`src/rtl/demux1to8_buf_if.sv`:
```
// rtl/demux1to8_buf_if.sv - upstream word and eight-channel output bundle for demux1to8_buf
interface demux1to8_buf_if #(
   parameter int WIDTH = 32
);
   logic               in_valid;
   logic               in_ready;
   logic [2:0]         sel;
   logic [WIDTH-1:0]   din;
   logic               bcast;
   logic [7:0]         dout_valid;
   logic [7:0]         dout_ready;
   logic [8*WIDTH-1:0] dout;
   logic               busy;

   modport master (
      output in_valid, sel, din, bcast, dout_ready,
      input  in_ready, dout_valid, dout, busy
   );

   modport slave (
      input  in_valid, sel, din, bcast, dout_ready,
      output in_ready, dout_valid, dout, busy
   );
endinterface

```
`src/rtl/demux1to8_buf.sv`:
```
// rtl/demux1to8_buf.sv - 1-to-8 demux with a one-entry register per output channel
// Optional broadcast to all channels is enabled by defining DEMUX_BCAST_EN.
module demux1to8_buf #(
   parameter int WIDTH = 32
) (
   input  logic            clk,
   input  logic            rst_n,
   demux1to8_buf_if.slave  bus
);
   logic [7:0]       vld_q;
   logic [WIDTH-1:0] data_q [8];
   logic [7:0]       vld_out;
   logic [7:0]       free;
   logic [7:0]       ld;
   logic             bc_mode;
   logic             rdy;
   logic             xfer;

`ifdef DEMUX_BCAST_EN
   assign bc_mode = bus.bcast;
`else
   logic unused_bcast;
   assign unused_bcast = bus.bcast;
   assign bc_mode      = 1'b0;
`endif

   // A channel can take a word if it is empty or being drained on this edge.
   assign free = ~vld_q | bus.dout_ready;

   // Ready never looks at din or in_valid, so upstream may present X data while idle.
   always_comb begin
      rdy = free[bus.sel];
      if (bc_mode) begin
         rdy = &free;
      end
   end

   assign bus.in_ready = rst_n & rdy;
   assign xfer         = bus.in_valid & bus.in_ready;

   always_comb begin
      ld = '0;
      for (int k = 0; k < 8; k++) begin
         ld[k] = xfer & (bc_mode | (bus.sel == 3'(k)));
      end
   end

   genvar g;
   generate
      for (g = 0; g < 8; g++) begin : g_chan
         always_ff @(posedge clk) begin
            if (!rst_n) begin
               vld_q[g]  <= 1'b0;
               data_q[g] <= '0;
            end else if (ld[g]) begin
               vld_q[g]  <= 1'b1;
               data_q[g] <= bus.din;
            end else if (bus.dout_ready[g]) begin
               vld_q[g]  <= 1'b0;
            end
         end

         assign bus.dout[g*WIDTH +: WIDTH] = data_q[g];
      end
   endgenerate

   // Valid is masked during reset so consumers never see a drain on a reset edge.
   assign vld_out        = vld_q & {8{rst_n}};
   assign bus.dout_valid = vld_out;
   assign bus.busy       = |vld_out;
endmodule

```
`src/flat_wrapper.sv`:
```
// flat-port wrapper written by rule: the top's interface ports become plain ports
module demux1to8_buf_flat 
#(
   parameter int WIDTH = 32
)
  (clk, rst_n, bus_in_valid, bus_sel, bus_din, bus_bcast, bus_dout_ready, bus_in_ready, bus_dout_valid, bus_dout, bus_busy);
  demux1to8_buf_if #(.WIDTH(WIDTH)) bus_i ();
  input  logic clk;
  input  logic rst_n;
  input wire logic [$bits(bus_i.in_valid)-1:0] bus_in_valid;
  input wire logic [$bits(bus_i.sel)-1:0] bus_sel;
  input wire logic [$bits(bus_i.din)-1:0] bus_din;
  input wire logic [$bits(bus_i.bcast)-1:0] bus_bcast;
  input wire logic [$bits(bus_i.dout_ready)-1:0] bus_dout_ready;
  output wire logic [$bits(bus_i.in_ready)-1:0] bus_in_ready;
  output wire logic [$bits(bus_i.dout_valid)-1:0] bus_dout_valid;
  output wire logic [$bits(bus_i.dout)-1:0] bus_dout;
  output wire logic [$bits(bus_i.busy)-1:0] bus_busy;
  assign bus_i.in_valid = bus_in_valid;
  assign bus_i.sel = bus_sel;
  assign bus_i.din = bus_din;
  assign bus_i.bcast = bus_bcast;
  assign bus_i.dout_ready = bus_dout_ready;
  assign bus_in_ready = bus_i.in_ready;
  assign bus_dout_valid = bus_i.dout_valid;
  assign bus_dout = bus_i.dout;
  assign bus_busy = bus_i.busy;
  demux1to8_buf #(.WIDTH(WIDTH)) u_core (.clk(clk), .rst_n(rst_n), .bus(bus_i));
endmodule
```
`config.mk`:
```
export PLATFORM = sky130hd
export DESIGN_NAME = demux1to8_buf_flat
export DESIGN_NICKNAME = d
export VERILOG_FILES = /design/src/rtl/demux1to8_buf_if.sv /design/src/rtl/demux1to8_buf.sv /design/src/flat_wrapper.sv
export SDC_FILE = /design/constraint.sdc
export NUM_CORES = 1
export LEC_CHECK = 0
export BUFFER_PORTS_ARGS = -buffer_cell sky130_fd_sc_hd__buf_2
export CORE_MARGIN = 8
export CORE_UTILIZATION = 40
export CTS_CLUSTER_DIAMETER = 60
export DETAILED_ROUTE_END_ITERATION = 6
export GPL_TIMING_DRIVEN = 0
export PLACE_DENSITY = 0.69
export SETUP_SLACK_MARGIN = 0.05
export SKIP_LAST_GASP = 1
export SYNTH_ARGS = -nofsm -noshare
export SYNTH_HDL_FRONTEND = slang
export SYNTH_SLANG_ARGS = --single-unit
```
`constraint.sdc`:
```
create_clock -name clk -period 7.5 [get_ports clk]
set_clock_uncertainty 0.15 [all_clocks]
set_input_delay 1.125 -clock clk [delete_from_list [all_inputs] [get_ports clk]]
set_output_delay 1.125 -clock clk [all_outputs]
set_load 0.01 [all_outputs]
```
==> metrics.md <==
| Metric | Value |
|---|---|
| Status | `complete, no violations` |
| TritonRoute pass-1 iters | `6` |
| Max_slew headroom | `32.7%` |
| Pwr/cell area | `250 nW/um2` |
| Area Growth Syn to Fin | `31.9%` |
| Worst setup SP type | `input port` |
| Row count | `57` |
| Reg power frac | `52.0%` |
| GRT Residual Overflow | `0` |
| Yosys top cell area share | `78.0%` |
| Seq/Total Area, Yosys | `79.7%` |
| Clk pin slew, worst setup/hold paths | `0.05 ns` |
| Pwr Total | `~3.3 mW` |
| Hold Crit Class | `flop to flop` |
| Actual slew at the worst max-slew pin | `1.01 ns` |
| Peak supply drop | `approximately 0.16 mV` |
| P_int | `2.53 mW` |
| Synth top area cells | `edfxtp_1, and2_1, nor2_1, dfxtp_1, nand2_1` |
| DRT antenna net count | `0` |
| Nets | `1059` |
| Leak | `5.63 nW` |
| Comb pwr share | `7.1%` |
| Global-route usage over all layers | `19.2%` |
| Non-filler instance count after layout | `1354` |
| Total CTS buffers | `28` |
| Fmax | `262 MHz` |
| Post-synthesis simple-gate area fraction | `17.1%` |
| Final setup fails | `0` |
| Die H | `between 150 and 200 um` |
| Final period utilization | `50.9%` |
| Root buf cell | `clkbuf_16` |
| Mapped Cells | `664` |
| Most common cell after layout, fill and taps aside | `buf_2` |
| Most frequent cells in the layout | `buf_2, edfxtp_1, and2_1` |
| Layout cell share with drive strength beyond 1 | `37.1%` |
| First-pass GRT wire length | `43700 um` |
| Vias in the first global route | `6846` |
| Initial core utilization | `40.6%` |
| Max Root-Sink Buffers | `3` |
| Setup bufs post-CTS | `0` |
| Post-DP HPWL | `approximately 22000 um` |
| Final Max Tran Viols | `0` |
| Fin Setup TNS | `0 ns` |
| # clock sinks | `264` |
| Unrepaired setup endpoints after global routing | `false` |
| Level count of the clock H-tree | `1` |
| #FFs+latches synth | `between 200 and 300` |
| Cts repair resizes | `0` |
| CP Capture Type | `primary output` |
| Hold Buf Count CTS | `0` |
| Mux share of post-synthesis cell area | `0.229%` |
| Distinct cells, synth | `23` |
| Xor/xnor share of the synthesized area | `0%` |
| Vias after detailed routing | `6489` |
| Worst EP arrival | `2.54 ns` |
| Max-cap viol count | `0` |
| Worst Path Required | `about 6.2 ns` |
| Largest net degree at the start of global routing | `23` |
| Worst Hold Margin | `0.363 ns` |
| WL final | `between 20000 and 30000 um` |
| Initial antenna violation count | `1` |
| Die W | `173 um` |
| Synth area leader | `edfxtp_1` |
| Clk_lat worst skew | `approximately 0.54 ns` |
| Core area | `24200 um2` |
| Syn Std Cell Area | `9850 um2` |
| IO Port Bufs | `309` |
| Post-Syn Nets | `between 700 and 800` |
| Compound-Gate Fraction of Synth Area | `1.42%` |
| Clk network pwr share | `40.9%` |
| Sw frac | `22.1%` |
| Setup CP Type | `input port to primary output` |
| Ports | `313` |
| Switch Pwr | `0.717 mW` |
| Final hold vios | `0` |
| DR WL/cell | `21.7 um` |
| Die Area | `29900 um2` |
| Ys Warns | `0` |
| Drt initial violations | `526` |
| Final Critical Period | `3.82 ns` |
| Synthesized area per cell | `14.8 um2` |
| Largest family of logic cells by synthesized area | `simple AND/OR/NAND/NOR gates` |
| Crit Path Max Fanout | `10` |
| Routability cong. | `0.831` |
| Vias per cell | `4.79` |
| CTS tree | `built` |
| Number of remaining DRC errors | `0` |
| Inst Count DP | `~1300` |
| Post-Synth Adder-Cell Area | `0%` |
==> through the flow <==
stage	setup slack, ns	utilization, %	instance area [um2]
6_report	3.68	53.6	13000
2_1_floorplan	2.68	-	9850
4_1_cts	3.71	53.6	13000
3_3_place_gp	0.331	48.7	11800
3_5_place_dp	3.63	50.0	12100
5_1_grt	3.63	53.6	13000
==> registers in the layout, indices dropped and copies added (netlist names) <==
| name | count |
|---|---|
| u_core.data_q | 256 |
| u_core.vld_q | 8 |
==> Yosys cell counts (all sizes together) <==
library cell / instances
a21boi: 2
nor3: 1
clkbuf: 18
o2bb2ai: 2
nand2: 42
nor2: 136
inv: 4
nor2b: 4
o31ai: 1
a41oi: 1
nor4: 2
mux4: 1
a32oi: 1
nand4: 1
o21ai: 11
dfxtp: 8
and2: 137
o22ai: 2
buf: 15
nand2b: 7
nand3: 11
edfxtp: 256
nor4b: 1
==> per-layer routing <==
metal | vias to the layer above | track usage, % | wire [um]
met3 | 43 | 6.19 | 2650
met2 | 310 | 33.4 | 14600
met1 | 3142 | 22.7 | 11600
li1 | 2994 | - | -
met5 | - | 0 | 0
met4 | 0 | 4.89 | 622
==> power by group through the flow <==
stage | Clock [mW] | Sequential, mW | Combinational, mW
finish | 1.33 | 1.69 | 0.231
global route | 1.40 | 1.69 | 0.249
CTS | 1.35 | 1.69 | 0.236
detailed placement | 0 | 1.72 | 0.236
global placement | 0 | 1.73 | 0.209
floorplan | 0 | 1.75 | 0.0611
==> worst paths after layout <==
check | start | endpoint | slack, ns | depth (start not counted)
worst max-delay path | rst_n | bus_in_ready | 3.68 | 5
worst min-delay path | u_core.vld_q[2]$_SDFFE_PN0P_ | u_core.vld_q[2]$_SDFFE_PN0P_ | 0.36 | 2
worst max register to register | u_core.vld_q[0]$_SDFFE_PN0P_ | u_core.data_q[0][5]$_SDFFCE_PN0P_ | 4.96 | 6
worst min register to register | u_core.vld_q[2]$_SDFFE_PN0P_ | u_core.vld_q[2]$_SDFFE_PN0P_ | 0.36 | 2
==> area by class of cell <==
class	count	area, um2
fill	2061	11300
buffer	33	143
antenna	1	2.50
inverter	4	15.0
timing repair buffer	318	1770
tap	324	405
multi-input combinational	363	1940
sequential	264	7850
clock inverter	13	156
clock buffer	34	723
==> kinds of logic (layout without fill, tap and decap cells) <==
group,Yosys count,after routing
buf+inv,37,402
flops,264,264
other cells,0,1
simple gates,342,342
mux,1,1
compound gates,20,20
==> critical path: stages <==
cell      delay, ns
buf_2          0.19
clkbuf_1       0.78
nand3_1        0.13
o21ai_0        0.14
buf_2          0.17
Note: power is estimated with default switching activity, not from simulation.
